[src/rtl/watchdog_pkg.sv]
// Shared types and helpers for the watchdog block.
package watchdog_pkg;

   typedef enum logic [1:0] {
      IDLE = 2'd0,
      RUN  = 2'd1,
      BITE = 2'd2
   } wdt_state_t;

   // Width of the reset-pulse down-counter; it must be able to hold the pulse length.
   function automatic int rst_cnt_width(input int pulse);
      return (pulse < 1) ? 1 : $clog2(pulse + 1);
   endfunction

endpackage

[src/rtl/watchdog_sync_edge.sv]
// Two-flop synchronizer plus rising-edge detector for a slow clock treated as data.
// Emits one clk-wide tick per rise of async_in; reusable for any low-speed clock consumer.
module sync_edge (
   input  logic clk,
   input  logic reset,
   input  logic async_in,
   output logic tick
);

   logic s1;
   logic s2;
   logic s3;

   // s1/s2 resolve metastability, s3 holds the previous synchronized level.
   always_ff @(posedge clk) begin
      if (reset) begin
         s1 <= 1'b0;
         s2 <= 1'b0;
         s3 <= 1'b0;
      end else begin
         s1 <= async_in;
         s2 <= s1;
         s3 <= s2;
      end
   end

   assign tick = s2 & ~s3;

endmodule

[src/rtl/watchdog.sv]
// Watchdog timer: counts wdt_clk rises in the clk domain and requests a system
// reset when software fails to kick in time.
// Optional macro WATCHDOG_WINDOW_EN: kicks arriving too early also cause a bite.
//
// state | meaning
// ------+---------------------------------------------------------------
// IDLE  | disarmed; count frozen, kick and ticks ignored
// RUN   | armed; ticks decrement count, kick reloads from timeout
// BITE  | wdt_reset held high for RST_PULSE clk cycles, then back to IDLE
module watchdog
   import watchdog_pkg::*;
#(
   parameter int TIMEOUT_W       = 16,
   parameter int DEFAULT_TIMEOUT = 1000,
   parameter int WARN_MARGIN     = 8,
   parameter int RST_PULSE       = 16,
   parameter int WINDOW_MIN      = 500
) (
   input  logic                 clk,
   input  logic                 reset,
   input  logic                 wdt_clk,
   input  logic                 enable,
   input  logic                 kick,
   input  logic                 load_valid,
   input  logic [TIMEOUT_W-1:0] load_value,
   output logic [TIMEOUT_W-1:0] count,
   output logic                 warn,
   output logic                 wdt_reset,
   output logic                 expired
);

   localparam int                   RST_W       = rst_cnt_width(RST_PULSE);
   localparam logic [RST_W-1:0]     PULSE_LOAD  = RST_W'(RST_PULSE - 1);
   localparam logic [TIMEOUT_W-1:0] TIMEOUT_RST = TIMEOUT_W'(DEFAULT_TIMEOUT);
   localparam logic [TIMEOUT_W-1:0] WARN_LVL    = TIMEOUT_W'(WARN_MARGIN);

   if (RST_PULSE < 1 || WINDOW_MIN < 0) begin : g_bad_params
      $error("watchdog: RST_PULSE must be >= 1 and WINDOW_MIN must be >= 0");
   end

   wdt_state_t           state_q;
   wdt_state_t           state_d;
   logic [TIMEOUT_W-1:0] count_q;
   logic [TIMEOUT_W-1:0] count_d;
   logic [TIMEOUT_W-1:0] timeout_q;
   logic [RST_W-1:0]     pulse_q;
   logic [RST_W-1:0]     pulse_d;
   logic                 expired_q;
   logic                 expired_d;
   logic                 tick;
   logic                 kick_early;

   sync_edge u_sync_edge (
      .clk      (clk),
      .reset    (reset),
      .async_in (wdt_clk),
      .tick     (tick)
   );

`ifdef WATCHDOG_WINDOW_EN
   // Early when count > timeout - WINDOW_MIN; rearranged to avoid underflow.
   assign kick_early = ({1'b0, count_q} + (TIMEOUT_W + 1)'(WINDOW_MIN)) > {1'b0, timeout_q};
`else
   assign kick_early = 1'b0;
`endif

   // Timeout register; zero would bite on the very first tick, so it is stored as one.
   always_ff @(posedge clk) begin
      if (reset) begin
         timeout_q <= TIMEOUT_RST;
      end else if (load_valid) begin
         timeout_q <= (load_value == '0) ? TIMEOUT_W'(1) : load_value;
      end
   end

   // State, remaining ticks, reset-pulse timer and the sticky bite flag.
   always_ff @(posedge clk) begin
      if (reset) begin
         state_q   <= IDLE;
         count_q   <= TIMEOUT_RST;
         pulse_q   <= '0;
         expired_q <= 1'b0;
      end else begin
         state_q   <= state_d;
         count_q   <= count_d;
         pulse_q   <= pulse_d;
         expired_q <= expired_d;
      end
   end

   // Next-state logic; kick has priority over a coincident tick.
   always_comb begin
      state_d   = state_q;
      count_d   = count_q;
      pulse_d   = pulse_q;
      expired_d = expired_q;
      case (state_q)
         IDLE: begin
            if (enable) begin
               state_d = RUN;
               count_d = timeout_q;
            end
         end
         RUN: begin
            if (!enable) begin
               state_d = IDLE;
            end else if (kick) begin
               if (kick_early) begin
                  state_d   = BITE;
                  pulse_d   = PULSE_LOAD;
                  expired_d = 1'b1;
               end else begin
                  count_d = timeout_q;
               end
            end else if (tick) begin
               if (count_q == '0) begin
                  state_d   = BITE;
                  pulse_d   = PULSE_LOAD;
                  expired_d = 1'b1;
               end else begin
                  count_d = count_q - TIMEOUT_W'(1);
               end
            end
         end
         BITE: begin
            if (pulse_q == '0) begin
               state_d = IDLE;
            end else begin
               pulse_d = pulse_q - RST_W'(1);
            end
         end
         default: begin
            state_d = IDLE;
         end
      endcase
   end

   assign count     = count_q;
   assign warn      = (state_q == RUN) && (count_q <= WARN_LVL);
   assign wdt_reset = (state_q == BITE);
   assign expired   = expired_q;

endmodule

[config.mk]
export PLATFORM = sky130hd
export DESIGN_NAME = watchdog
export DESIGN_NICKNAME = d
export VERILOG_FILES = /design/src/rtl/watchdog_pkg.sv /design/src/rtl/watchdog_sync_edge.sv /design/src/rtl/watchdog.sv
export SDC_FILE = /design/constraint.sdc
export NUM_CORES = 1
export LEC_CHECK = 0
export ABC_AREA = 1
export ABC_CLOCK_PERIOD_IN_PS = 1500
export CAP_MARGIN = 40
export CORE_ASPECT_RATIO = 1.1
export CORE_MARGIN = 2
export CORE_UTILIZATION = 48
export DETAILED_ROUTE_END_ITERATION = 7
export PLACE_DENSITY = 0.76
export SLEW_MARGIN = 5
export SYNTH_ARGS = -nofsm -noshare
export SYNTH_HDL_FRONTEND = slang
export SYNTH_SLANG_ARGS = --single-unit
[constraint.sdc]
create_clock -name clk -period 1.5 [get_ports clk]
set_input_delay 0.3 -clock clk [delete_from_list [all_inputs] [get_ports clk]]
set_output_delay 0.3 -clock clk [all_outputs]
set_load 0.03 [all_outputs]
==> qor.csv <==
metric;value;unit
path_buf_inv;1;
first_pass_iters;4;
cp-end-kind;output port;
wl_met1;2810;µm
pre_cts_slack;-208;ps
fp-row-count;26;
io_pins;41;
crit_slowest_cell;dfxtp_2;
antenna_found_initial;0;
total_power;2.73;mW
rr_worst_depth;11;
worstPathRequired;1200;ps
setup_slack;-275;ps
synth.yosys.seq_area_share;0.359;
synth-edff-count;0;
cpLargestDelayFamily;flip-flops;
setup_violations;15;
ff_latch_area;885;µm²
start_kind;flip-flop;
min_path_type;reg2reg;
drt_iter0_drc;176;
drcViolationCount;0;
maxCapViolCount;0;
place_congestion;0.925;
route.met3.wl;318;µm
start_util;0.508;
synth-seq-cells;43;
final_layout_size_suffix_gt1_frac;0.251;
synth_area_leaders;dfxtp_1 36%, nand2_1 12%, inv_1 6.7%, nor2_1 6.7%, nand3_1 6.3%;
path_cells;nor2_1, nand2_2, a2111oi_4, buf_4;
clkTransAtPathRegs;90;ps
ys_warn_count;0;
drtAntennaViolNets;0;
holdBufCountCts;0;
grt_setup_unrepaired;true;
cts_buffers;5;
grt_pass1_vias;2217;
yosysMostFrequentCell;nand2_1;
fin_cells;475;
synth_top_flop_cell;dfxtp_1;
finClkSkew;4.62;ps
status;complete, but fails checks;
finalMaxSlewViolations;0;
clock_path_buffers;2;
die_w;71.4;µm
gr-total-overflow;0;
max_freq;563;MHz
core-area;4720;µm²
wire_per_inst;12.7;µm
area_growth;35.3;%
grt_max_degree;26;
met2WireLength;2780;µm
synth_common_cells;75 x nand2_1, 43 x dfxtp_1, 43 x inv_1, 43 x nor2_1, 30 x nand3_1;
vias;2448;
top_layer;met4;
antennaDiodeCount;0;
power_density;841;nW/µm²
dieArea;5580;µm²
cp_data_arrival_time;1470;ps
syn_inst;354;
clock_tree.htree_level_count;2;
dp_hpwl;4280;µm
violations;negative setup slack;
finalHoldViolCount;0;
synth_area_leader_cell;dfxtp_1;
ys_types;31;
via_per_inst;5.15;
ir_worst_vdd;0.000656;V
critPathMaxFanout;5;
worst-path-stages;4;
synth_top_area_frac;0.359;
period_needed;1770;ps
grt_pass1_wl;10100;µm
place_inst;457;
avgSynthCellArea;6.77;µm²
worst_path_largest_cell_delay;360;ps
min_period_over_period;1.18;
crit_type;reg2out;
syn-num-nets;379;
synth-async-reset-ratio;0;
nFillCells;396;
clockRootBuffer;clkbuf_8;
synth.cell_area;2400;µm²
die_y;78.1;µm
fin_nets;443;
multi_input_area;1390;µm²
relSlewSlack;0.771;
insertion_delay;300;ps
wirelength;6010;µm
clkSinkCount;43;
cts_tree;built;
numPortBuffers;40;
globalRouteTotalUtil;0.224;
p_leak;1.46;nW
tightest_slew;343;ps
holdPathStages;2;
per-stage QoR:
stage,instance area [µm²],hold slack [ps],setup TNS (ps),utilization
after detailed placement,3000,398,-3700,0.636
after floorplan,2460,388,0,-
after global placement,3000,396,-3220,0.636
final,3240,411,-994,0.688
after global routing,3240,469,-2690,0.688
after CTS,3150,412,-527,0.667
placed cells by master (no fill, tap or decap), types with 4 or more instances in the layout:
cell / instances
dfxtp_2: 10
buf_4: 27
inv_1: 40
dfxtp_1: 30
nor2_1: 40
nor2_2: 4
nand3_1: 30
nand2_1: 70
a21oi_1: 20
buf_6: 4
clkdlybuf4s50_1: 21
o21ai_0: 22
clkbuf_8: 6
o21ai_1: 7
or2_2: 8
a21oi_2: 9
dlygate4sd2_1: 16
nor2_4: 9
nand3b_1: 4
nand2_4: 5
nand2_2: 5
layout make-up:
type / count / area share
inverters: 46 / 0.0555
clock inverters: 2 / 0.00501
well taps: 56 / 0.0216
clock buffers: 6 / 0.0255
repair buffers: 69 / 0.191
flip-flops and latches: 43 / 0.273
multi-input cells: 253 / 0.429
routing by layer:
metal,track usage,up-vias
met2,0.353,73
li1,-,1261
met5,0,-
met4,0.0698,0
met1,0.309,1101
met3,0.0436,13
where the power goes:
group | switching, mW | internal, mW | leakage (nW)
logic | 0.365 | 0.279 | 1.05
clock network | 0.421 | 0.376 | 0.0474
registers | 0.0727 | 1.21 | 0.357
tightest hold or removal path, cell delays in order, from the launching register on:
cell,delay [ps]
dfxtp_1,310
inv_1,40
nor2_1,30
worst paths after layout:
kind	from	to	slack, ps
worst min-delay path	u_sync_edge.s1	u_sync_edge.s2	410
worst max register to register	count[0]	count[15]	-70
worst max-delay path	count[15]	warn	-270
worst min register to register	u_sync_edge.s1	u_sync_edge.s2	410
state kept, by name (all words and copies together) (netlist names):
name / count
u_sync_edge.s2: 1
u_sync_edge.s3: 1
count: 16
u_sync_edge.s1: 1
pulse_q: 5
state_q: 2
timeout_q: 16
expired: 1
cells by family after synthesis:
logic type / count (synthesis) / share of synthesized area
flops: 43 / 0.359
fa+ha+maj: 3 / 0.0157
mux: 1 / 0.00418
buf+inv: 58 / 0.106
xor+xnor: 3 / 0.0110
compound gates: 64 / 0.152
simple gates: 182 / 0.351
timing repair:
action / in CTS / in global routing
cloned: 0 / 0
pin swaps: 5 / 4
endpoints found under the setup margin: 27 / 25
gates resized for setup: 22 / 18
buffers inserted: 6 / 5
Power figures use the tool's default switching activity.
